File: src/rtl/mc_ctrl_if.sv
// Control/status bundle between the multicycle controller and the MIPS datapath.
// The master side is the controller; the slave side is the datapath that owns the IR and ALU.
interface mc_ctrl_if #(
  parameter int CNT_W = 16
);
  logic [5:0]       op;
  logic [5:0]       funct;
  logic             zero;
  logic             pc_wr;
  logic             ir_wr;
  logic             rf_wr;
  logic             dm_wr;
  logic [1:0]       npc_sel;
  logic [1:0]       ext_op;
  logic [1:0]       alu_op;
  logic             alu_src_b;
  logic [1:0]       wr_sel;
  logic [1:0]       wd_sel;
  logic             illegal;
  logic             instr_done;
  logic [CNT_W-1:0] instr_cnt;
  logic [3:0]       state;

  modport master (
    input  op, funct, zero,
    output pc_wr, ir_wr, rf_wr, dm_wr, npc_sel, ext_op, alu_op, alu_src_b,
           wr_sel, wd_sel, illegal, instr_done, instr_cnt, state
  );

  modport slave (
    output op, funct, zero,
    input  pc_wr, ir_wr, rf_wr, dm_wr, npc_sel, ext_op, alu_op, alu_src_b,
           wr_sel, wd_sel, illegal, instr_done, instr_cnt, state
  );
endinterface

File: src/rtl/mc_ctrl.sv
// Multicycle MIPS control FSM: fetch/decode/execute/memory/write-back sequencing,
// datapath enables and selects, and a retired-instruction counter.
module mc_ctrl #(
  parameter int CNT_W           = 16,
  parameter bit HALT_ON_ILLEGAL = 1'b0
) (
  input  logic     clk,
  input  logic     rst,
  mc_ctrl_if.master bus
);
  typedef enum logic [3:0] {
    S_FETCH = 4'd0, S_DCD = 4'd1, S_EXE = 4'd2, S_ALUWB = 4'd3,
    S_MA    = 4'd4, S_MR  = 4'd5, S_MEMWB = 4'd6, S_MW = 4'd7,
    S_BR    = 4'd8, S_JMP = 4'd9, S_HALT = 4'd10
  } state_t;

  state_t           state_q, state_d;
  logic [CNT_W-1:0] cnt_q;

  logic is_r, is_addu, is_subu, is_jr, is_ori, is_lui, is_lw, is_sw, is_beq, is_j, is_jal;
  logic pc_wr, ir_wr, rf_wr, dm_wr, alu_src_b, illegal, instr_done;
  logic [1:0] npc_sel, ext_op, alu_op, wr_sel, wd_sel;

  assign is_r    = (bus.op == 6'b000000);
  assign is_addu = is_r && (bus.funct == 6'b100001);
  assign is_subu = is_r && (bus.funct == 6'b100011);
  assign is_jr   = is_r && (bus.funct == 6'b001000);
  assign is_ori  = (bus.op == 6'b001101);
  assign is_lui  = (bus.op == 6'b001111);
  assign is_lw   = (bus.op == 6'b100011);
  assign is_sw   = (bus.op == 6'b101011);
  assign is_beq  = (bus.op == 6'b000100);
  assign is_j    = (bus.op == 6'b000010);
  assign is_jal  = (bus.op == 6'b000011);

  always_ff @(posedge clk) begin
    if (rst) begin
      state_q <= S_FETCH;
      cnt_q   <= '0;
    end else begin
      state_q <= state_d;
      if (instr_done) cnt_q <= cnt_q + CNT_W'(1);
    end
  end

  always_comb begin
    state_d    = state_q;
    pc_wr      = 1'b0;
    ir_wr      = 1'b0;
    rf_wr      = 1'b0;
    dm_wr      = 1'b0;
    npc_sel    = 2'b00;
    ext_op     = 2'b00;
    alu_op     = 2'b00;
    alu_src_b  = 1'b0;
    wr_sel     = 2'b00;
    wd_sel     = 2'b00;
    illegal    = 1'b0;
    instr_done = 1'b0;
    case (state_q)
      S_FETCH: begin
        pc_wr   = 1'b1;
        ir_wr   = 1'b1;
        state_d = S_DCD;
      end
      S_DCD: begin
        if (is_addu || is_subu || is_ori || is_lui) state_d = S_EXE;
        else if (is_lw || is_sw)                    state_d = S_MA;
        else if (is_beq)                            state_d = S_BR;
        else if (is_j || is_jal || is_jr)           state_d = S_JMP;
        else begin
          illegal = 1'b1;
          state_d = HALT_ON_ILLEGAL ? S_HALT : S_FETCH;
        end
      end
      S_EXE: begin
        if (is_subu) alu_op = 2'b01;
        else if (is_ori || is_lui) begin
          alu_op    = 2'b10;
          alu_src_b = 1'b1;
          ext_op    = is_lui ? 2'b10 : 2'b00;
        end
        state_d = S_ALUWB;
      end
      S_ALUWB: begin
        rf_wr      = 1'b1;
        wr_sel     = is_r ? 2'b01 : 2'b00;
        instr_done = 1'b1;
        state_d    = S_FETCH;
      end
      S_MA: begin
        alu_src_b = 1'b1;
        ext_op    = 2'b01;
        state_d   = is_lw ? S_MR : S_MW;
      end
      S_MR:    state_d = S_MEMWB;
      S_MEMWB: begin
        rf_wr      = 1'b1;
        wd_sel     = 2'b01;
        instr_done = 1'b1;
        state_d    = S_FETCH;
      end
      S_MW: begin
        dm_wr      = 1'b1;
        instr_done = 1'b1;
        state_d    = S_FETCH;
      end
      // Branch is the one Mealy output: PC loads only when the compare hit.
      S_BR: begin
        alu_op     = 2'b01;
        ext_op     = 2'b01;
        npc_sel    = 2'b01;
        pc_wr      = bus.zero;
        instr_done = 1'b1;
        state_d    = S_FETCH;
      end
      S_JMP: begin
        pc_wr      = 1'b1;
        npc_sel    = is_jr ? 2'b11 : 2'b10;
        instr_done = 1'b1;
        if (is_jal) begin
          rf_wr  = 1'b1;
          wr_sel = 2'b10;
          wd_sel = 2'b10;
        end
        state_d = S_FETCH;
      end
      S_HALT:  state_d = S_HALT;
      default: state_d = S_FETCH;
    endcase
  end

  // Reset gates every write strobe so an abandoned instruction leaves no trace.
  assign bus.pc_wr      = pc_wr & ~rst;
  assign bus.ir_wr      = ir_wr & ~rst;
  assign bus.rf_wr      = rf_wr & ~rst;
  assign bus.dm_wr      = dm_wr & ~rst;
  assign bus.illegal    = illegal & ~rst;
  assign bus.npc_sel    = npc_sel;
  assign bus.ext_op     = ext_op;
  assign bus.alu_op     = alu_op;
  assign bus.alu_src_b  = alu_src_b;
  assign bus.wr_sel     = wr_sel;
  assign bus.wd_sel     = wd_sel;
  assign bus.instr_done = instr_done;
  assign bus.instr_cnt  = cnt_q;
  assign bus.state      = state_q;
endmodule

File: src/flat_wrapper.sv
// flat-port wrapper written by rule: the top's interface ports become plain ports
module mc_ctrl_flat 
#(
  parameter int CNT_W           = 16,
  parameter bit HALT_ON_ILLEGAL = 1'b0
)
  (clk, rst, bus_op, bus_funct, bus_zero, bus_pc_wr, bus_ir_wr, bus_rf_wr, bus_dm_wr, bus_npc_sel, bus_ext_op, bus_alu_op, bus_alu_src_b, bus_wr_sel, bus_wd_sel, bus_illegal, bus_instr_done, bus_instr_cnt, bus_state);
  mc_ctrl_if #(.CNT_W(CNT_W)) bus_i ();
  input  logic clk;
  input  logic rst;
  input wire logic [$bits(bus_i.op)-1:0] bus_op;
  input wire logic [$bits(bus_i.funct)-1:0] bus_funct;
  input wire logic [$bits(bus_i.zero)-1:0] bus_zero;
  output wire logic [$bits(bus_i.pc_wr)-1:0] bus_pc_wr;
  output wire logic [$bits(bus_i.ir_wr)-1:0] bus_ir_wr;
  output wire logic [$bits(bus_i.rf_wr)-1:0] bus_rf_wr;
  output wire logic [$bits(bus_i.dm_wr)-1:0] bus_dm_wr;
  output wire logic [$bits(bus_i.npc_sel)-1:0] bus_npc_sel;
  output wire logic [$bits(bus_i.ext_op)-1:0] bus_ext_op;
  output wire logic [$bits(bus_i.alu_op)-1:0] bus_alu_op;
  output wire logic [$bits(bus_i.alu_src_b)-1:0] bus_alu_src_b;
  output wire logic [$bits(bus_i.wr_sel)-1:0] bus_wr_sel;
  output wire logic [$bits(bus_i.wd_sel)-1:0] bus_wd_sel;
  output wire logic [$bits(bus_i.illegal)-1:0] bus_illegal;
  output wire logic [$bits(bus_i.instr_done)-1:0] bus_instr_done;
  output wire logic [$bits(bus_i.instr_cnt)-1:0] bus_instr_cnt;
  output wire logic [$bits(bus_i.state)-1:0] bus_state;
  assign bus_i.op = bus_op;
  assign bus_i.funct = bus_funct;
  assign bus_i.zero = bus_zero;
  assign bus_pc_wr = bus_i.pc_wr;
  assign bus_ir_wr = bus_i.ir_wr;
  assign bus_rf_wr = bus_i.rf_wr;
  assign bus_dm_wr = bus_i.dm_wr;
  assign bus_npc_sel = bus_i.npc_sel;
  assign bus_ext_op = bus_i.ext_op;
  assign bus_alu_op = bus_i.alu_op;
  assign bus_alu_src_b = bus_i.alu_src_b;
  assign bus_wr_sel = bus_i.wr_sel;
  assign bus_wd_sel = bus_i.wd_sel;
  assign bus_illegal = bus_i.illegal;
  assign bus_instr_done = bus_i.instr_done;
  assign bus_instr_cnt = bus_i.instr_cnt;
  assign bus_state = bus_i.state;
  mc_ctrl #(.CNT_W(CNT_W), .HALT_ON_ILLEGAL(HALT_ON_ILLEGAL)) u_core (.clk(clk), .rst(rst), .bus(bus_i));
endmodule
File: config.mk
export PLATFORM = sky130hd
export DESIGN_NAME = mc_ctrl_flat
export DESIGN_NICKNAME = d
export VERILOG_FILES = /design/src/rtl/mc_ctrl_if.sv /design/src/rtl/mc_ctrl.sv /design/src/flat_wrapper.sv
export SDC_FILE = /design/constraint.sdc
export NUM_CORES = 1
export LEC_CHECK = 0
export CAP_MARGIN = 20
export CORE_ASPECT_RATIO = 2
export CORE_MARGIN = 5
export CORE_UTILIZATION = 44
export DETAILED_ROUTE_END_ITERATION = 6
export PLACE_DENSITY = 0.91
export SYNTH_ARGS = -nofsm -noshare
export SYNTH_HDL_FRONTEND = slang
export SYNTH_SLANG_ARGS = --single-unit
File: constraint.sdc
create_clock -name clk -period 2.45 [get_ports clk]
set_clock_uncertainty 0.2 [all_clocks]
set_input_delay 0.49 -clock clk [delete_from_list [all_inputs] [get_ports clk]]
set_output_delay 0.49 -clock clk [all_outputs]
set_load 0.05 [all_outputs]
==> results.md <==
* Clk slew on worst S/H paths at 0.07 ns
* Routed length per instance at approximately 17 µm
* Num CTS Buffers at 3
* Critical Path Start: bus_funct[4]
* FMAX at between 0.3 and 0.4 GHz
* Post-synth EDFFs at 0
* Syn Nets at between 150 and 200
* Total Power at 0.000787 W
* Final Hold Viols at 0
* IO buf count at 51
* P per Cell Area at between 300 and 400 nW/µm²
* Seq/Total Area, Yosys at 0.296
* Synth top area cells: dfxtp_1 (30%), mux2_1 (5.0%), nor2_1 (4.4%)
* Crit path DAT at around 1.8 ns
* Final Setup Violations at 2
* Static Leakage at roughly 0.88 nW
* R2R setup slack at 0.36 ns
* Fin worst setup slack at -0.0592 ns
* Post-synth top area cell: dfxtp_1
* Vias in the first global route at ~1700
* Crit path cell chain: buf_6, or4b_4, nor3_4, nand2_2, a211oi_4, buf_12
* Final worst-path cycle share at 1.02
* Met3 Use GR at 0.0202
* Global-route congestion overflow total at 0
* Sequential Area at approximately 410 µm²
* Most frequent cell after synthesis: dfxtp_1
* Routed wire length at approximately 4600 µm
* Avg Cell Area, Syn at slightly above 8 µm²
* Hpwl dp at between 3000 and 4000 µm
* VDD IR max at ~0.00034 V
* Footprint of the multi-input gates at approximately 1100 µm²
* Synth Register Bits at 20
* CTS Buffer Depth at 2
* Top delay family on crit path: simple AND/OR/NAND/NOR gates
* Slew margin rel. at 0.653
* Placer Congestion at ~0.85
* Die area at about 4300 µm²
* Cell row count at 28
* Violated checks: setup timing
* CTS sink count at 20
* WP data required at between 1.5 and 2 ns
* GRT met2 Usage at 0.452
* Crit. End Element: primary output
* Vias at 1606
* Yosys warns at 0
* DR vias/cell at ~6.0
* Drt drc at 0
* CP max stage delay at between 0.5 and 0.6 ns
* Fillers at about 170
* RR Startpoint: u_core.bus.state[1]$_SDFF_PP0_
* Die Y at 88.4 µm
* DR iter-0 viols at 17
* Worst r2r dst: u_core.bus.instr_cnt[15]$_SDFFE_PP0P_
* Setup crit end: bus_npc_sel[0]
* H-tree levels at 1
* GR Util met1 at 0.196
* Setup crit start kind: input port
* Initial Utilization at 0.454
* Finished Cell Area at between 2000 and 2500 µm²
* Commonest cells post-synth: dfxtp_1 (20), nor2_1 (16), nand2_1 (10)
* Io pins at between 50 and 60
* Fraction of layout cells with a size suffix above 1 at 0.378
* CP max FO at 2
* Critical path buffer and inverter count at 2
* Non-Filler Instances at 268
* Area Growth Syn to Fin at 81.6%
* TNS Setup at -0.0899 ns
* Busiest grt layer: met2
* Slowest CP cell: or4b_4
* Initial antenna violation count at 0
* GRT Overall Usage at 0.215
* Crit path time final at approximately 2.5 ns
* Nets@finish at 255
* Worst-case reg-to-reg path depth at 5
* Area after DPL at about 2300 µm²
* Worst slew pin tran at around 0.52 ns
* Synth cell types at 40
* Top cell type's share of synthesized area at 0.296
* Synth Instances at about 170
* Max-slew violation count at 0
* Cell Area, Synth at about 1400 µm²
* Ys async rst share at 0
* Clk_lat worst skew at 0.25 ns
* Outcome: finished with violations
* Setup Crit Path Kind: input port to primary output
* Chip width at ~50 µm
* First-pass GRT wire length at about 7500 µm
* RSZ-0062 raised after global routing: yes
* Number of cells on the critical path at 6
* Max cap viols at 0
* Ys flop type: dfxtp_1
* Antenna viol nets, final at 0
* Largest net degree at the start of global routing at 24
* Diodes inserted at 0
* HP Class: flip-flop to flip-flop
* First-pass iteration count of the detailed router at 4
* Clock root buffer: clkbuf_8
* CTS tree: yes
* Placed cells at about 260
* Core box area at 2980 µm²
## where the power goes
group	leakage (nW)	total, W	switching [W]	internal, W
logic	0.683	0.000192	0.0000990	0.0000934
registers	0.164	0.000349	0.0000215	0.000327
clock network	0.0288	0.000246	0.000103	0.000143
total	0.876	0.000787	0.000223	0.000564
## metal layers
metal | wire length, µm | vias to the layer above
li1 | - | 771
met1 | 1530 | 779
met2 | 2770 | 45
met3 | 134 | 11
met4 | 131 | 0
met5 | 0 | -
## layout make-up
cell class | count | area share
Multi-Input combinational cell | 132 | 0.441
Inverter | 5 | 0.00765
Tap cell | 30 | 0.0153
Timing Repair Buffer | 77 | 0.345
Clock buffer | 4 | 0.0224
Sequential cell | 20 | 0.168
## how the worst min path moves through the flow
| stage | start | endpoint | slack [ns] | cells past startpoint |
|---|---|---|---|---|
| finish | u_core.bus.instr_cnt[8]$_SDFFE_PP0P_ | u_core.bus.instr_cnt[8]$_SDFFE_PP0P_ | 0.31 | 2 |
| global route | u_core.bus.instr_cnt[8]$_SDFFE_PP0P_ | u_core.bus.instr_cnt[8]$_SDFFE_PP0P_ | 0.34 | 2 |
| CTS | u_core.bus.instr_cnt[8]$_SDFFE_PP0P_ | u_core.bus.instr_cnt[8]$_SDFFE_PP0P_ | 0.31 | 2 |
| detailed placement | u_core.bus.instr_cnt[8]$_SDFFE_PP0P_ | u_core.bus.instr_cnt[8]$_SDFFE_PP0P_ | 0.30 | 2 |
| global placement | u_core.bus.instr_cnt[8]$_SDFFE_PP0P_ | u_core.bus.instr_cnt[8]$_SDFFE_PP0P_ | 0.28 | 2 |
| floorplan | bus_op[3] | u_core.bus.state[3]$_SDFF_PP0_ | 0.51 | 3 |
## cell families after synthesis
group	count (synthesis)	share of synthesized area
flops	20	0.296
mux	9	0.0722
simple gates	88	0.384
xor+xnor	2	0.0130
buf+inv	16	0.0509
compound gates	32	0.174
fa+ha+maj	1	0.00926
## worst register-to-register path, cell delays in order (launching register included)
cell and delay (ns):
dfxtp_2 0.42, buf_4 0.19, nand2b_1 0.13, o22a_4 0.31, nor4_1 0.39, mux2_1 0.36
## what timing repair did
item / 4_1_cts / 5_1_grt
setup buffers: 3 / 0
hold buffers: 0 / 0
endpoints found under the setup margin: 10 / 7
gates resized for setup: 56 / 2
pin swaps: 13 / 7
## stage by stage
step	util	hold WS, ns	setup WS [ns]
2_1_floorplan	-	0.511	-0.110
3_3_place_gp	0.783	0.279	-0.370
3_5_place_dp	0.783	0.295	-0.425
4_1_cts	0.820	0.310	-0.166
5_1_grt	0.824	0.343	-0.0897
6_report	0.824	0.314	-0.0592
## registers in the layout (all words and copies together), names as in the netlist
signal,cells
u_core.bus.state,4
u_core.bus.instr_cnt,16
## placed cells by master, fill, tap and decap left out, types with 3 or more instances in the layout
| cell | count |
|---|---|
| dfxtp_1 | 16 |
| nor2b_1 | 6 |
| dlygate4sd2_1 | 3 |
| buf_12 | 17 |
| buf_6 | 4 |
| clkbuf_8 | 4 |
| clkdlybuf4s50_1 | 20 |
| buf_4 | 28 |
| mux2i_1 | 3 |
| dfxtp_4 | 3 |
| mux2_1 | 6 |
| a211oi_4 | 3 |
| nor3_2 | 4 |
| inv_1 | 5 |
| buf_2 | 5 |
| nand4_1 | 4 |
| nor2_1 | 14 |
| o31ai_1 | 7 |
| or3_1 | 3 |
| nand3_1 | 5 |
| nand2_1 | 9 |
| or4_1 | 6 |
| a21oi_1 | 9 |
| nand2b_1 | 5 |
| and4_1 | 3 |
| nor4_1 | 6 |
No activity file was read; power rests on OpenSTA's default activity.
